==> src/rtl/pending_encoder8_pkg.sv <==
// Shared constants, FSM state type and index helpers for the pending encoder.
package enc_pkg;

    localparam int N = 8;
    localparam int W = 3;

    typedef enum logic {
        IDLE    = 1'b0,
        PRESENT = 1'b1
    } state_t;

    function automatic logic [N-1:0] onehot(input logic [W-1:0] idx);
        onehot      = '0;
        onehot[idx] = 1'b1;
    endfunction

endpackage

==> src/rtl/prio_enc8.sv <==
// Combinational lowest-set-bit encoder: bit 0 has the highest priority.
module prio_enc8
    import enc_pkg::*;
(
    input  logic [N-1:0] vec_i,
    output logic [W-1:0] idx_o,
    output logic         any_o
);

    always_comb begin
        idx_o = '0;
        any_o = |vec_i;
        // Scan downward so the last hit, the lowest index, is the one that sticks.
        for (int i = N - 1; i >= 0; i--) begin
            if (vec_i[i]) idx_o = W'(i);
        end
    end

endmodule

==> src/rtl/pending_encoder8.sv <==
// Sticky request latch feeding a one-at-a-time index presenter with ack handshake.
module pending_encoder8
    import enc_pkg::*;
(
    input  logic         clk,
    input  logic         reset,
    input  logic         ena,
    input  logic [N-1:0] req,
    input  logic         ack,
    output logic         valid,
    output logic [W-1:0] n,
    output logic [N-1:0] pend,
    output logic         lost
);

    state_t         state_q, state_d;
    logic [N-1:0]   pend_q, pend_d;
    logic [W-1:0]   n_q, n_d;
    logic           lost_q, lost_d;

    logic [N-1:0]   clr;
    logic [N-1:0]   rem;
    logic [W-1:0]   rem_idx;
    logic           rem_any;

    // Only the presented bit can be retired, and only when it is actually acked.
    assign clr = (state_q == PRESENT && ack) ? onehot(n_q) : '0;
    assign rem = pend_q & ~clr;

    // In IDLE clr is zero, so rem equals the pending register and one encoder serves both loads.
    prio_enc8 u_prio (
        .vec_i (rem),
        .idx_o (rem_idx),
        .any_o (rem_any)
    );

    always_comb begin
        pend_d  = rem | (ena ? req : '0);
        lost_d  = ena & (|(req & rem));
        state_d = state_q;
        n_d     = n_q;
        unique case (state_q)
            IDLE: begin
                if (ena && rem_any) begin
                    n_d     = rem_idx;
                    state_d = PRESENT;
                end
            end
            PRESENT: begin
                if (ack) begin
                    if (ena && rem_any) begin
                        n_d = rem_idx;
                    end else begin
                        state_d = IDLE;
                    end
                end
            end
            default: state_d = IDLE;
        endcase
    end

    always_ff @(posedge clk or posedge reset) begin
        if (reset) begin
            state_q <= IDLE;
            pend_q  <= '0;
            n_q     <= '0;
            lost_q  <= 1'b0;
        end else begin
            state_q <= state_d;
            pend_q  <= pend_d;
            n_q     <= n_d;
            lost_q  <= lost_d;
        end
    end

    assign valid = (state_q == PRESENT);
    assign n     = n_q;
    assign pend  = pend_q;
    assign lost  = lost_q;

endmodule

==> config.mk <==
export PLATFORM = sky130hd
export DESIGN_NAME = pending_encoder8
export DESIGN_NICKNAME = d
export VERILOG_FILES = /design/src/rtl/pending_encoder8_pkg.sv /design/src/rtl/prio_enc8.sv /design/src/rtl/pending_encoder8.sv
export SDC_FILE = /design/constraint.sdc
export NUM_CORES = 1
export LEC_CHECK = 0
export BUFFER_PORTS_ARGS = -buffer_cell sky130_fd_sc_hd__buf_2
export CAP_MARGIN = 0
export CORE_MARGIN = 3
export CORE_UTILIZATION = 42
export CTS_CLUSTER_SIZE = 30
export DETAILED_ROUTE_END_ITERATION = 12
export HOLD_SLACK_MARGIN = 0.1
export PLACE_DENSITY = 0.7
export SYNTH_ARGS = -nofsm -noshare
export SYNTH_HDL_FRONTEND = slang
export SYNTH_SLANG_ARGS = --single-unit
==> constraint.sdc <==
create_clock -name clk -period 1.8 [get_ports clk]
set_input_delay 0.18 -clock clk [delete_from_list [all_inputs] [get_ports clk]]
set_output_delay 0.18 -clock clk [all_outputs]
set_load 0.03 [all_outputs]
# ---- Word level (Yosys, flattened, before mapping)
# Cells that the tools add are included.
dict set report classes {
  n_lt_le_gt_ge 2
  eq_ne 1
  mux 18
  n_bitwise 6
  reduce_logical 5
}
# cell count
set op_table {}
lappend op_table {{3-bit two-way mux} 10}
lappend op_table {{8-bit bitwise AND} 2}
lappend op_table {{8-bit two-way mux} 2}
lappend op_table {{8-bit OR reduction} 2}
lappend op_table {{8-bit inverter} 1}
lappend op_table {{8-bit bitwise OR} 1}
lappend op_table {{3-bit case mux with 2 select lines} 1}
lappend op_table {{3-bit by 4-bit less-than comparator with 1-bit output (second input constant)} 1}
lappend op_table {{1-bit demux with 3-bit select} 1}
lappend op_table {{3-bit by 1-bit greater-or-equal comparator with 1-bit output (second input constant)} 1}
lappend op_table {{1-bit logical AND} 3}
lappend op_table {{1-bit two-way mux} 3}
lappend op_table {{2-bit != test (second input constant)} 1}
lappend op_table {{1-bit case mux with 2 select lines} 1}
lappend op_table {{1-bit bitwise AND} 1}
lappend op_table {{1-bit inverter} 1}
dict set report totals {
  reg_bits 13
  out_inout_bits 13
  wordCells 36
}

# ---- Logic depth before layout (Yosys ltp)
# Gate-level depths: netlist (run 1).
dict set report logic_depth {
  word_depth 18
  mapped_depth 5
  mapped_depth_nobuf 5
}

# ---- Cells and area by module
# From an unflattened synthesis (run 1), not the netlist that was laid out.
dict set report hier_totals {
  cells_unflattened 72
  hier_area_um2 725.7
}
# module instances cells_each area_per_inst_um2 seq_area_each_um2
set modules_own_cells {}
lappend modules_own_cells {pending_encoder8 1 59 644.4 325.3}
lappend modules_own_cells {prio_enc8 1 13 81.3 0.0}

# ---- Worst setup path before layout (run 1)
# OpenSTA, ideal clock, no wires.
dict set report synth_path {
  path_kind {register to register}
  startpoint {register state_q, in the netlist valid}
  endpoint {register n_q[1], in the netlist n[1]}
  setup_ns 0.128
  t_arrival_ns 1.834
  required_time_ns 1.672
  setup_slack_ns -0.161
  path_stages_with_launch 6
  path_buffers 0
  cell_sequence {dfrtp_1 -> nand3_1 -> o31a_1 -> nand4b_2 -> o211ai_2 -> mux2_1}
}
dict set report synth_between {
  elab_chain_cells 15
  word_cells_on_any_way 19
}
# item line_no
set synth_lines {}
lappend synth_lines {{start, declared} pending_encoder8.sv:16} ;# state_t state_q, state_d;
lappend synth_lines {{start signal, assigned} pending_encoder8.sv:69} ;# state_q <= state_d;
lappend synth_lines {{1-bit logical AND} pending_encoder8.sv:27} ;# assign clr = (state_q == PRESENT && ack) ? onehot(n_q) : '0;
lappend synth_lines {{8-bit two-way mux} pending_encoder8.sv:27}
lappend synth_lines {{8-bit inverter} pending_encoder8.sv:28} ;# assign rem = pend_q & ~clr;
lappend synth_lines {{8-bit bitwise AND} pending_encoder8.sv:28}
lappend synth_lines {{3-bit two-way mux (8 in a row)} prio_enc8.sv:15} ;# if (vec_i[i]) idx_o = W'(i);
lappend synth_lines {{3-bit two-way mux} {pending_encoder8.sv:44, pending_encoder8.sv:51}}
lappend synth_lines {{3-bit two-way mux} pending_encoder8.sv:50} ;# if (ack) begin
lappend synth_lines {{3-bit case mux with 2 select lines} pending_encoder8.sv:42} ;# unique case (state_q)
lappend synth_lines {{end signal, assigned} pending_encoder8.sv:71} ;# n_q <= n_d;
lappend synth_lines {{end, declared} pending_encoder8.sv:18} ;# logic [W-1:0] n_q, n_d;
# Several ways; a longest one is shown, not always the timed one. The select of a mux whose other input is x is not followed.
# A chain may end at the register's enable or synchronous reset.

# ---- Final worst setup path (run 1)
dict set report layout_path {
  startpoint {register n_q[2], in the netlist n[2]}
  endpoint {register lost_q, in the netlist lost}
}
dict set report layout_between {
  elab_chain_cells 10
  word_cells_on_any_way 11
}
# item line_no
set layout_lines {}
lappend layout_lines {{3-bit by 4-bit less-than comparator with 1-bit output (implied by the code) or 3-bit by 1-bit greater-or-equal comparator with 1-bit output (tied branches)} pending_encoder8_pkg.sv:14} ;# onehot[idx] = 1'b1;
lappend layout_lines {{1-bit logical AND (implied by the code)} pending_encoder8_pkg.sv:14}
lappend layout_lines {{1-bit two-way mux (implied by the code)} pending_encoder8_pkg.sv:14}
lappend layout_lines {{1-bit demux with 3-bit select (*)} pending_encoder8_pkg.sv:14}
lappend layout_lines {{8-bit two-way mux (*)} pending_encoder8.sv:27}
lappend layout_lines {{8-bit inverter (*)} pending_encoder8.sv:28}
lappend layout_lines {{8-bit bitwise AND (*)} pending_encoder8.sv:28}
lappend layout_lines {{8-bit bitwise AND (*)} pending_encoder8.sv:39} ;# lost_d = ena & (|(req & rem));
lappend layout_lines {{8-bit OR reduction (*)} pending_encoder8.sv:39}
lappend layout_lines {{1-bit bitwise AND (*)} pending_encoder8.sv:39}
lappend layout_lines {{via lost_d} pending_encoder8.sv:19} ;# logic lost_q, lost_d;
lappend layout_lines {{end signal, assigned} pending_encoder8.sv:72} ;# lost_q <= lost_d;
lappend layout_lines {{end, declared} pending_encoder8.sv:19}
# The timed path passes the listed nets; every way through them passes the cells marked *.

==> results.toml, run 1 <==
[floorplan]
die_area_um2 = 2210
rows = 14
ios = 25
start_util = 0.458
core_area_um2 = 1540
die_y_um = 47.0
dieWidth_um = 47.0

[power]
power_density_nw_per_um2 = 1000
power.total_mw = 0.989
peakVddDrop_uv = 690
p_leak_nw = 0.452

[clock_network]
clk_pin_slew_ns = 0.08
cts_root_buf = "clkbuf_4"
clock_path_buffers = 2
clkSinkCount = 13
htree_levels = 1
cts_tree = "built"
cts_buffers = 3
clkLatencyLatePin_ns = 0.27

[timing]
setup_viol = 0
slew_headroom = 0.665
rsz0062_at_grt = "yes"
finalCritPeriodShare = 0.974
skew_ns = 0.00385
drv_slew = 0
tightest_slew_ns = 0.502
hold_ws_ns = 0.121
max_freq_ghz = 0.570
period_minus_slack_ns = 1.75
hold_viol = 0

[global_routing]
use_met2 = 0.317
grt_pass1_vias = 677
antenna_found_initial = 0
grtUsageMet3 = 0.0230
grt_overflow = 0
grt_max_degree = 14
grt_pass1_wl_um = 3170
grt_use_total = 0.206
busiest_layer = "met2"
met1_usage = 0.291

[setup_path]
startpoint_type = "register"
r2r_slack_ns = 0.05
worst-setup-path-type = "reg -> reg"
cp-end-kind = "register"
path_cells = "nand3b_1 > buf_4 > o21a_1 > a22oi_1 > o221ai_1 > o31a_1"
cp.depth = 6
ff2ff_path_depth = 6
cp_slowest_cell = "dfrtp_2"
startpoint = "n[2]"
cp_data_arrival_time_ns = 1.92
required_ns = 1.96
worstPathMaxFanout = 5
rr_startpoint = "n[2]"
worstReg2RegEnd = "lost"
endpoint = "lost"
crit_buf_inv = 1
crit_family = "compound AO/OA/AOI/OAI gates"
cpPeakStageDelay_ns = 0.44

[cells_and_area]
fin_area_um2 = 987
n_antenna_cell = 0
syn2layout_area_growth_pct = 39.9
final_nets = 127
drive_above_1_share = 0.456

[flow_run]
cap_violations = 0

[logic_synthesis]
synth.top_cells.by_count = "nand2_1, dfrtp_1, inv_1, o21ai_2"
netlist_instances = 75
synth_seq_cells = 13
synth_fp_nets = 87
synth_edf_count = 0
synthTopCellsByArea = "dfrtp_1, nand2_1, inv_1"
synth_top_area_share = 0.461
synth_largest_area_cell = "dfrtp_1"
ys.flop_type = "dfrtp_1"
async_flop_share = 1.00
yosys_warnings = 0
avgSynthCellArea_um2 = 9.41
synth_most_common_cell = "nand2_1"
syn_area_um2 = 706
ys_seq_area_frac = 0.461
yosysUniqueCellTypes = 28

[detailed_routing]
wirelength_um = 1910
routed-via-count = 721
wl_per_cell_um = 14.7
drc_errors = 0
antenna_left = 0
first_iter_violations = 25
viasPerCell = 5.55
dr.pass1.iters = 4

[outcome]
status = "finished, final reports clean"

[place]
io_buffer_count = 24
routabilityCongestion = 0.869
dp_hpwl_um = 1530
post_dp_cell_area_um2 = 936

[hold_path]
hold_path_class = "in -> reg"
worstHoldPathCells = 3
==> per-layer routing <==
layer,share of wire,vias to the layer above
li1,-,351
met1,0.45,333
met2,0.48,33
met3,0.054,4
met4,0.013,0
met5,0,-
==> state kept, by name (all words and copies together), names as in the netlist <==
| signal | count |
|---|---|
| lost | 1 |
| n | 3 |
| pend | 8 |
| valid | 1 |
==> layout by cell type, fill, tap and decap left out, types with 2 or more instances in the layout <==
cell,instances
a31oi_1,2
dfrtp_1,9
buf_2,24
nand2b_1,2
clkbuf_4,3
o21ai_2,4
o31a_1,2
o21a_1,2
buf_4,11
dfrtp_2,4
o21ai_1,2
o221ai_1,2
o211ai_1,2
nand2_1,18
inv_1,9
==> metrics by stage <==
stage	setup WS (ns)	TNS, ns	std cells	utilization
3_3_place_gp	0.103	0	124	0.607
2_1_floorplan	-0.0438	-0.0438	75	-
4_1_cts	0.0453	0	129	0.631
5_1_grt	-0.0603	-0.115	130	0.640
3_5_place_dp	0.0367	0	124	0.607
6_report	0.0464	0	130	0.640
==> worst min-delay path, stage by stage <==
cell and delay (ns):
buf_2 0.09, nand2_1 0.04, nand2_1 0.05
==> how the worst min path moves through the flow <==
stage              end   start  slack [ns]
6_report       pend[2]  req[2]        0.12
5_1_grt        pend[6]  req[6]        0.13
4_1_cts        pend[2]  req[2]        0.12
3_5_place_dp   pend[3]   reset        0.24
3_3_place_gp   pend[0]   reset        0.23
2_1_floorplan     lost   reset        0.06
==> repair_timing <==
item	in CTS	in global routing
pin swaps	0	1
setup endpoints to repair	1	3
buffers inserted	0	1
hold endpoints to repair	13	0
hold buffers	1	0
gates resized for setup	1	2
==> cell type report <==
type / instances / area [µm²]
clock buffer: 4 / 26.3
fill: 146 / 554
inverter: 9 / 33.8
multi-input combinational: 52 / 364
sequential: 13 / 330
tap: 16 / 20.0
timing repair buffer: 36 / 213
==> report_power, final <==
group	internal [mW]	switching, mW
combinational	0.161	0.243
clock	0.0858	0.0920
sequential	0.340	0.0687
total	0.586	0.403
==> cell families (layout without fill, tap and decap cells) <==
logic type	after synthesis	after routing	share of synthesized area
AOI/OAI and AO/OA	24	24	0.280
buffers and inverters	10	49	0.0532
DFF	13	13	0.461
and+or+nand+nor	27	27	0.190
muxes	1	1	0.0160
Note: power is estimated with default switching activity, not from simulation.
==> run 2, diff against run 1 <==
--- a/config.mk
+++ b/config.mk
@@ -8,11 +8,12 @@
 export BUFFER_PORTS_ARGS = -buffer_cell sky130_fd_sc_hd__buf_2
 export CAP_MARGIN = 0
 export CORE_MARGIN = 3
-export CORE_UTILIZATION = 42
+export CORE_UTILIZATION = 43
 export CTS_CLUSTER_SIZE = 30
 export DETAILED_ROUTE_END_ITERATION = 12
 export HOLD_SLACK_MARGIN = 0.1
-export PLACE_DENSITY = 0.7
+export PLACE_DENSITY = 0.71
 export SYNTH_ARGS = -nofsm -noshare
 export SYNTH_HDL_FRONTEND = slang
+export SYNTH_HIERARCHICAL = 1
 export SYNTH_SLANG_ARGS = --single-unit
==> results.toml, run 2 <==
[logic_synthesis]
synth_edf_count = 0
avgSynthCellArea_um2 = 10.1
synth_seq_cells = 13
synth_largest_area_cell = "dfrtp_1"
synth_top_area_share = 0.448
syn_area_um2 = 726
yosys_warnings = 6
synth.top_cells.by_count = "dfrtp_1, a21o_1, inv_1, a31oi_1, nand2_1"
synth_most_common_cell = "dfrtp_1"
synth_fp_nets = 84
ys_seq_area_frac = 0.448
yosysUniqueCellTypes = 27
synthTopCellsByArea = "dfrtp_1, a21o_1, mux2_2"
netlist_instances = 72
ys.flop_type = "dfrtp_1"
async_flop_share = 1.00

[timing]
setup_ws_ns = -0.0573
max_freq_ghz = 0.538
setup_viol = 3
period_minus_slack_ns = 1.86
skew_ns = 0.00707
slew_headroom = 0.663
drv_slew = 0
tightest_slew_ns = 0.506
finalCritPeriodShare = 1.03
hold_viol = 0
rsz0062_at_grt = "yes"

[cells_and_area]
fin_cells = 132
largest_reg_flops = 8
n_antenna_cell = 0
nFillCells = 107
syn2layout_area_growth_pct = 54.0
final_cell_mix = "buf_2, buf_4, dfrtp_1, a21o_1, inv_1"
multi_input_area_um2 = 449
final_common_cell = "buf_2"
final_nets = 129
drive_above_1_share = 0.586
seqCellArea_um2 = 330

[place]
dpl.cell_count = 125
routabilityCongestion = 0.812
io_buffer_count = 24
dp_hpwl_um = 1420

[flow_run]
cap_violations = 0

[clock_network]
htree_levels = 1
cts_buffers = 3
clk_pin_slew_ns = 0.08
clock_path_buffers = 2
cts_tree = "built"
clkLatencyLatePin_ns = 0.27
cts_root_buf = "clkbuf_4"
clkSinkCount = 13

[setup_path]
path_cells = "and3b_2 > buf_6 > a21boi_2 > nor2_2 > nand3_1 > nand2_2 > a21oi_4 > mux2_4"
crit_family = "simple AND/OR/NAND/NOR gates"
worst-setup-path-type = "reg -> reg"
cp-end-kind = "register"
cp_slowest_cell = "dfrtp_2"
crit_buf_inv = 1
worstPathMaxFanout = 4
startpoint_type = "register"
required_ns = 1.96
cpPeakStageDelay_ns = 0.41
cp_data_arrival_time_ns = 2.02

[outcome]
status = "finished, violations left"
violations = "setup timing"

[global_routing]
grt_max_degree = 14
grt_overflow = 0
antenna_found_initial = 0
grt_pass1_wl_um = 2980
grt_use_total = 0.197
grt_pass1_vias = 656

[floorplan]
ios = 25
die_y_um = 47.1
rows = 14
die_area_um2 = 2220
core_area_um2 = 1540
dieWidth_um = 47.1
start_util = 0.471

[power]
p_leak_nw = 0.543
power.total_mw = 1.22
power_density_nw_per_um2 = 1090
peakVddDrop_uv = 735

[detailed_routing]
routed-via-count = 700
wl_per_cell_um = 14.7
first_iter_violations = 11
viasPerCell = 5.30
drc_errors = 0
antenna_left = 0
wirelength_um = 1950
dr.pass1.iters = 4

[hold_path]
hold_path_class = "in -> reg"
## run 2: cell count changes after synthesis, moves of 3 or more
cell | previous run | this run
a31oi_1 | 2 | 5
nand2_1 | 18 | 5
mux2_2 | 0 | 3
o21ai_2 | 3 | 0
a21o_1 | 1 | 8
nor2_1 | 1 | 4
a21oi_1 | 0 | 3
## run 2: worst reg2reg max path: stages, from the launching register on
cell and delay (ns):
dfrtp_2 0.41, and3b_2 0.26, buf_6 0.14, a21boi_2 0.17
nor2_2 0.08, nand3_1 0.08, nand2_2 0.09, a21oi_4 0.20
mux2_4 0.32
## run 2: area by class of cell
type	count	share of cell area
Multi-Input combinational cell	50	0.402
Sequential cell	13	0.296
Timing Repair Buffer	42	0.237
Clock buffer	4	0.0235
Inverter	7	0.0235
Tap cell	16	0.0179
## run 2: stage by stage
stage | setup TNS [ns] | setup WS (ns) | hold WS, ns | area [µm²] | util
after floorplan | -0.0921 | -0.0307 | 0.0567 | 793 | -
after global placement | -0.0657 | -0.0271 | 0.225 | 1030 | 0.670
after detailed placement | -0.0644 | -0.0265 | 0.237 | 1030 | 0.670
after CTS | -0.0491 | -0.0205 | 0.116 | 1120 | 0.725
after global routing | -0.259 | -0.0910 | 0.125 | 1120 | 0.725
final | -0.161 | -0.0573 | 0.121 | 1120 | 0.725
## run 2: worst paths after layout
path                       startpoint      end  slack (ns)  depth (start not counted)
min in group asynchronous       reset  pend[2]        0.47                          3
max reg2reg                     valid     n[2]       -0.06                          8
max in group asynchronous       reset    valid        0.97                          3
max                             valid     n[2]       -0.06                          8
min reg2reg                      n[1]     n[1]        0.63                          2
min                            req[2]  pend[2]        0.12                          2
## run 2: cells by family (layout without fill, tap and decap cells)
kind of cell,Yosys count,after routing,share of synthesized area
compound gates,29,29,0.298
flops,13,13,0.448
mux,3,3,0.0465
simple gates,18,18,0.153
buf+inv,9,53,0.0535
## run 2: report_power, final
group / switching [mW] / total [mW] / leakage, nW / internal [mW]
clock: 0.0929 / 0.179 / 0.0150 / 0.0858
sequential: 0.0462 / 0.395 / 0.131 / 0.349
combinational: 0.345 / 0.643 / 0.397 / 0.299
total: 0.484 / 1.22 / 0.543 / 0.733
## run 2: what timing repair did
action                                  4_1_cts  5_1_grt
endpoints found under the hold margin        13        0
pin swaps                                     1        0
gates resized for setup                       9        0
endpoints found under the setup margin        3        3
buffers inserted                              2        0
hold buffers                                  1        0
## run 2: metal layers
metal | GRT usage | share of wire | vias to the layer above
li1 | - | - | 352
met1 | 0.271 | 0.48 | 325
met2 | 0.293 | 0.47 | 19
met3 | 0.0345 | 0.038 | 4
met4 | 0.105 | 0.012 | 0
met5 | 0 | 0 | -
